### config.mk
export PLATFORM = sky130hd
export DESIGN_NAME = fifo_flow_ctrl
export DESIGN_NICKNAME = d
export VERILOG_FILES = /design/src/rtl/fifo_flow_ctrl.sv
export SDC_FILE = /design/constraint.sdc
export NUM_CORES = 1
export LEC_CHECK = 0
export BUFFER_PORTS_ARGS = -buffer_cell sky130_fd_sc_hd__buf_2
export CORE_MARGIN = 4
export CORE_UTILIZATION = 55
export CTS_CLUSTER_SIZE = 28
export DETAILED_ROUTE_END_ITERATION = 8
export PLACE_DENSITY_LB_ADDON = 0.25
export SKIP_LAST_GASP = 1
export SLEW_MARGIN = 10
export SYNTH_ARGS = -nofsm -noshare
export SYNTH_HDL_FRONTEND = slang
export SYNTH_SLANG_ARGS = --single-unit
### constraint.sdc
create_clock -name clk -period 2.65 [get_ports clk]
set_input_delay 0.53 -clock clk [delete_from_list [all_inputs] [get_ports clk]]
set_output_delay 0.53 -clock clk [all_outputs]
set_load 0.01 [all_outputs]
### src/rtl/fifo_flow_ctrl.sv
// Per-virtual-channel synchronous FIFO with occupancy count, threshold flow-control
// status and sticky overflow/underflow error flags.
module fifo_flow_ctrl #(
  parameter int unsigned DATA_SIZE = 8,
  parameter int unsigned ADDR_SIZE = 2
) (
  input  logic                 clk,
  input  logic                 reset,
  input  logic                 wr_en,
  input  logic [DATA_SIZE-1:0] data_in,
  input  logic                 rd_en,
  input  logic [ADDR_SIZE:0]   afull_thr,
  input  logic [ADDR_SIZE:0]   aempty_thr,
  output logic [DATA_SIZE-1:0] data_out,
  output logic                 valid_out,
  output logic [ADDR_SIZE:0]   count,
  output logic                 full,
  output logic                 empty,
  output logic                 almost_full,
  output logic                 almost_empty,
  output logic                 overflow_err,
  output logic                 underflow_err
);

  localparam int unsigned DEPTH = 1 << ADDR_SIZE;
  localparam int unsigned CW    = ADDR_SIZE + 1;

  logic [DATA_SIZE-1:0] mem [DEPTH];
  logic [ADDR_SIZE-1:0] wr_ptr;
  logic [ADDR_SIZE-1:0] rd_ptr;
  logic                 push_ok;
  logic                 pop_ok;

  // Status decoded from the registered count; count alone distinguishes full from empty.
  assign full         = (count == CW'(DEPTH));
  assign empty        = (count == '0);
  assign almost_full  = (count >= afull_thr);
  assign almost_empty = (count <= aempty_thr);

  // A full FIFO never takes a write in the cycle it frees a slot, and an empty one never
  // forwards a word pushed in the same cycle.
  assign push_ok = wr_en & ~full;
  assign pop_ok  = rd_en & ~empty;

  always_ff @(posedge clk or negedge reset) begin
    if (!reset) begin
      mem           <= '{default: '0};
      wr_ptr        <= '0;
      rd_ptr        <= '0;
      count         <= '0;
      data_out      <= '0;
      valid_out     <= 1'b0;
      overflow_err  <= 1'b0;
      underflow_err <= 1'b0;
    end else begin
      if (push_ok) begin
        mem[wr_ptr] <= data_in;
        wr_ptr      <= wr_ptr + ADDR_SIZE'(1);
      end

      valid_out <= pop_ok;
      if (pop_ok) begin
        data_out <= mem[rd_ptr];
        rd_ptr   <= rd_ptr + ADDR_SIZE'(1);
      end

      case ({push_ok, pop_ok})
        2'b10:   count <= count + CW'(1);
        2'b01:   count <= count - CW'(1);
        default: count <= count;
      endcase

      if (wr_en && full)  overflow_err  <= 1'b1;
      if (rd_en && empty) underflow_err <= 1'b1;
    end
  end

endmodule
==> flow_metrics.tcl <==
set metrics [dict create \
    crit_path_end_kind "output pin" \
    crit_end "almost_full" \
    p_seq_share_pct 43.5 \
    ctsHtreeMaxLevel 2 \
    clk_path_buf_depth 2 \
    rows 23 \
    fin_crit_ns 2.36 \
    p_sw_mw 1.12 \
    dp_hpwl_um 3150 \
    p_comb_share_pct 40.6 \
    via_per_inst 5.45 \
    grt_pass1_vias 1529 \
    finalMaxSlewViolations 0 \
    critPathMaxStageDelay_ns 0.48 \
    syn_inst 169 \
    syn2layout_area_growth_pct 14.7 \
    vdd_drop_max_mv 0.485 \
    routed_wl_um 4300 \
    drive_above_1_share_pct 43.1 \
    crit_chain "inv_1, ha_1, nand2b_1, a21o_1, a21o_1, buf_2" \
    final_util_pct 66.6 \
    grt_use_total_pct 18.1 \
    dpl_cell_area_um2 2590 \
    cts_setup_buffers 0 \
    ys_seq_area_share_pct 53.1 \
    nNetsFinal 240 \
    drc 0 \
    fmax_mhz 424 \
    clock_skew_ns 0.0107 \
    slowest_stage "dfrtp_1" \
    cts.sinks 50 \
    rsz0062_at_grt "no" \
    num_vias 1423 \
    synthArstFlopShare_pct 100 \
    cellPowerDensity_nw_per_um2 1230 \
    reg2reg_setup_slack_ns 0.45 \
    status "finished clean" \
    diodes 0 \
    syn_avg_cell_area_um2 13.9 \
    tightest_slew_ns 0.594 \
    total_power_mw 3.31 \
    dieArea_um2 5390 \
    ios 36 \
    path_class "reg2out" \
    rr_endpoint "count[2]$_DFFE_PN0P_" \
    initial_core_util_pct 58.1 \
    yosysUniqueCellTypes 26 \
    grt_pass1_wl_um 7280 \
    synth_edf_count 0 \
    grt_max_degree 32 \
    p_clk_share_pct 15.9 \
    gp_congestion 0.759 \
    cts_hold_buf 0 \
    switching_share_pct 33.8 \
    p_int_mw 2.19 \
    ys_warn_count 0 \
    fin_setup_tns_ns 0 \
    core_um2 4060 \
    syn_area_um2 2360 \
    crit_top_cell "a21o_1" \
    cp-startpoint "count[0]$_DFFE_PN0P_" \
    worstPathRequired_ns 2.12 \
    clkLatencyLatePin_ns 0.30 \
    fin_crit_sh_pct 88.9 \
    cts-resized-gates 0 \
    clkSlewWorstSetupHoldPaths_ns 0.09 \
    port_buffers 35 \
    critPathArrivalTime_ns 1.83 \
    numCtsBuffers 5 \
    tritoncts "yes" \
    drt-pass1-iter-count 4 \
    finalHoldViolCount 0 \
    antenna_found_initial 0 \
    min_path_type "in2async" \
    cp-start-kind "register" \
    fp.dieW_um 73.5 \
    cts_root_buf "clkbuf_8" \
    drtIter0Drc 76 \
    antenna_left 0 \
    ys_ff_latch 50 \
    setup_viol 0 \
    worst_r2r_path_depth 8 \
    synth_flop_cell "dfrtp_1" \
    path_max_fanout 6 \
    relSlewSlack_pct 60.4 \
    gr-total-overflow 0 \
    routedWlPerCell_um 16.5 \
    die_y_um 73.5 \
    fin_area_um2 2700 \
    p_leak_nw 1.29 \
    reg2reg_from "count[1]$_DFFE_PN0P_" \
    cap_violations 0 \
    syn_nets 199 \
    fillers 305 \
]
==> power by group through the flow <==
| stage | combinational [mW] | clock [mW] | sequential [mW] |
|---|---|---|---|
| final | 1.35 | 0.525 | 1.44 |
| after CTS | 1.37 | 0.540 | 1.45 |
| after floorplan | 1.04 | 0 | 1.37 |
| after detailed placement | 1.36 | 0 | 1.46 |
| after global placement | 1.31 | 0 | 1.42 |
| after global routing | 1.50 | 0.570 | 1.51 |
==> synth_stat cells (2+ instances only) <==
cell type  number  area, um2
ha_1           11        138
a21o_1          4       30.0
nand3_4         4       70.1
mux4_2          8        180
inv_1          10       37.5
xnor2_1         4       35.0
xor2_1          2       17.5
mux2_1          2       22.5
clkbuf_1        2       7.51
mux2_2         31        349
dfrtp_1        50       1250
nand2_1        26       97.6
o21ai_0         2       10.0
==> flip-flops by register name, indices dropped and copies added, names as in the netlist <==
signal	flops
valid_out	1
data_out	8
wr_ptr	2
rd_ptr	2
underflow_err	1
overflow_err	1
mem	32
count	3
==> per-stage QoR <==
| step | setup WS (ns) | cells | hold WS [ns] |
|---|---|---|---|
| after floorplan | 0.465 | 169 | 0.234 |
| after global placement | 0.578 | 253 | 0.439 |
| after detailed placement | 0.470 | 253 | 0.440 |
| after CTS | 0.267 | 261 | 0.161 |
| after global routing | 0.174 | 261 | 0.166 |
| final | 0.293 | 261 | 0.150 |
==> critical path: cells and delay by family (launching register included) <==
kind	cells	cell delay (ns)
adders and majority gates	1	0.28
AOI/OAI and AO/OA	2	0.35
buffers and inverters	2	0.28
DFF	1	0.48
and+or+nand+nor	1	0.14
==> metal layers <==
layer  wire length [um]  up-vias  track usage (%)  share of wire (%)
met5                  0        -                0                  0
met4                 59        0             5.23                1.4
met3                235        9             4.79                5.5
met2               2240       34             31.4                 52
met1               1770      718             22.1                 41
li1                   -      662                -                  -
==> how the worst min path moves through the flow <==
stage                             start                  endpoint
2_1_floorplan                     reset      count[0]$_DFFE_PN0P_
3_3_place_gp   overflow_err$_DFFE_PN0P_  overflow_err$_DFFE_PN0P_
5_1_grt                           reset       mem[10]$_DFFE_PN0P_
6_report                          reset       mem[10]$_DFFE_PN0P_
3_5_place_dp   overflow_err$_DFFE_PN0P_  overflow_err$_DFFE_PN0P_
4_1_cts                           reset       mem[10]$_DFFE_PN0P_
==> layout by cell type (no fill, tap or decap), types with 2 or more instances in the layout <==
cell type | netlist | final
ha_1 | 11 | 11
a21o_1 | 4 | 4
mux2_2 | 31 | 31
mux2_1 | 2 | 2
clkbuf_8 | 0 | 5
xnor2_1 | 4 | 4
buf_4 | 0 | 3
nand3_4 | 4 | 4
xor2_1 | 2 | 2
inv_1 | 10 | 10
dfrtp_1 | 50 | 50
mux4_2 | 8 | 8
o21ai_0 | 2 | 2
nand2_1 | 26 | 26
buf_2 | 1 | 35
==> final cells by class <==
class | count | area, um2 | share of cell area [%]
Multi-Input combinational cell | 104 | 1040 | 38.5
Clock buffer | 6 | 72.6 | 2.69
Clock inverter | 2 | 37.5 | 1.39
Sequential cell | 50 | 1250 | 46.3
Inverter | 11 | 41.3 | 1.53
Timing Repair Buffer | 38 | 198 | 7.31
Tap cell | 50 | 62.6 | 2.31
==> cell families (layout without fill, tap and decap cells) <==
logic type / count (synthesis) / count (layout) / share of synthesized area [%]
DFF: 50 / 50 / 53.1
muxes: 41 / 41 / 23.4
and+or+nand+nor: 37 / 37 / 8.87
buffers and inverters: 15 / 57 / 2.76
adders and majority gates: 12 / 12 / 6.69
AOI/OAI and AO/OA: 8 / 8 / 2.92
xor gates and xnor gates: 6 / 6 / 2.23
(Power assumes the default switching activity.)
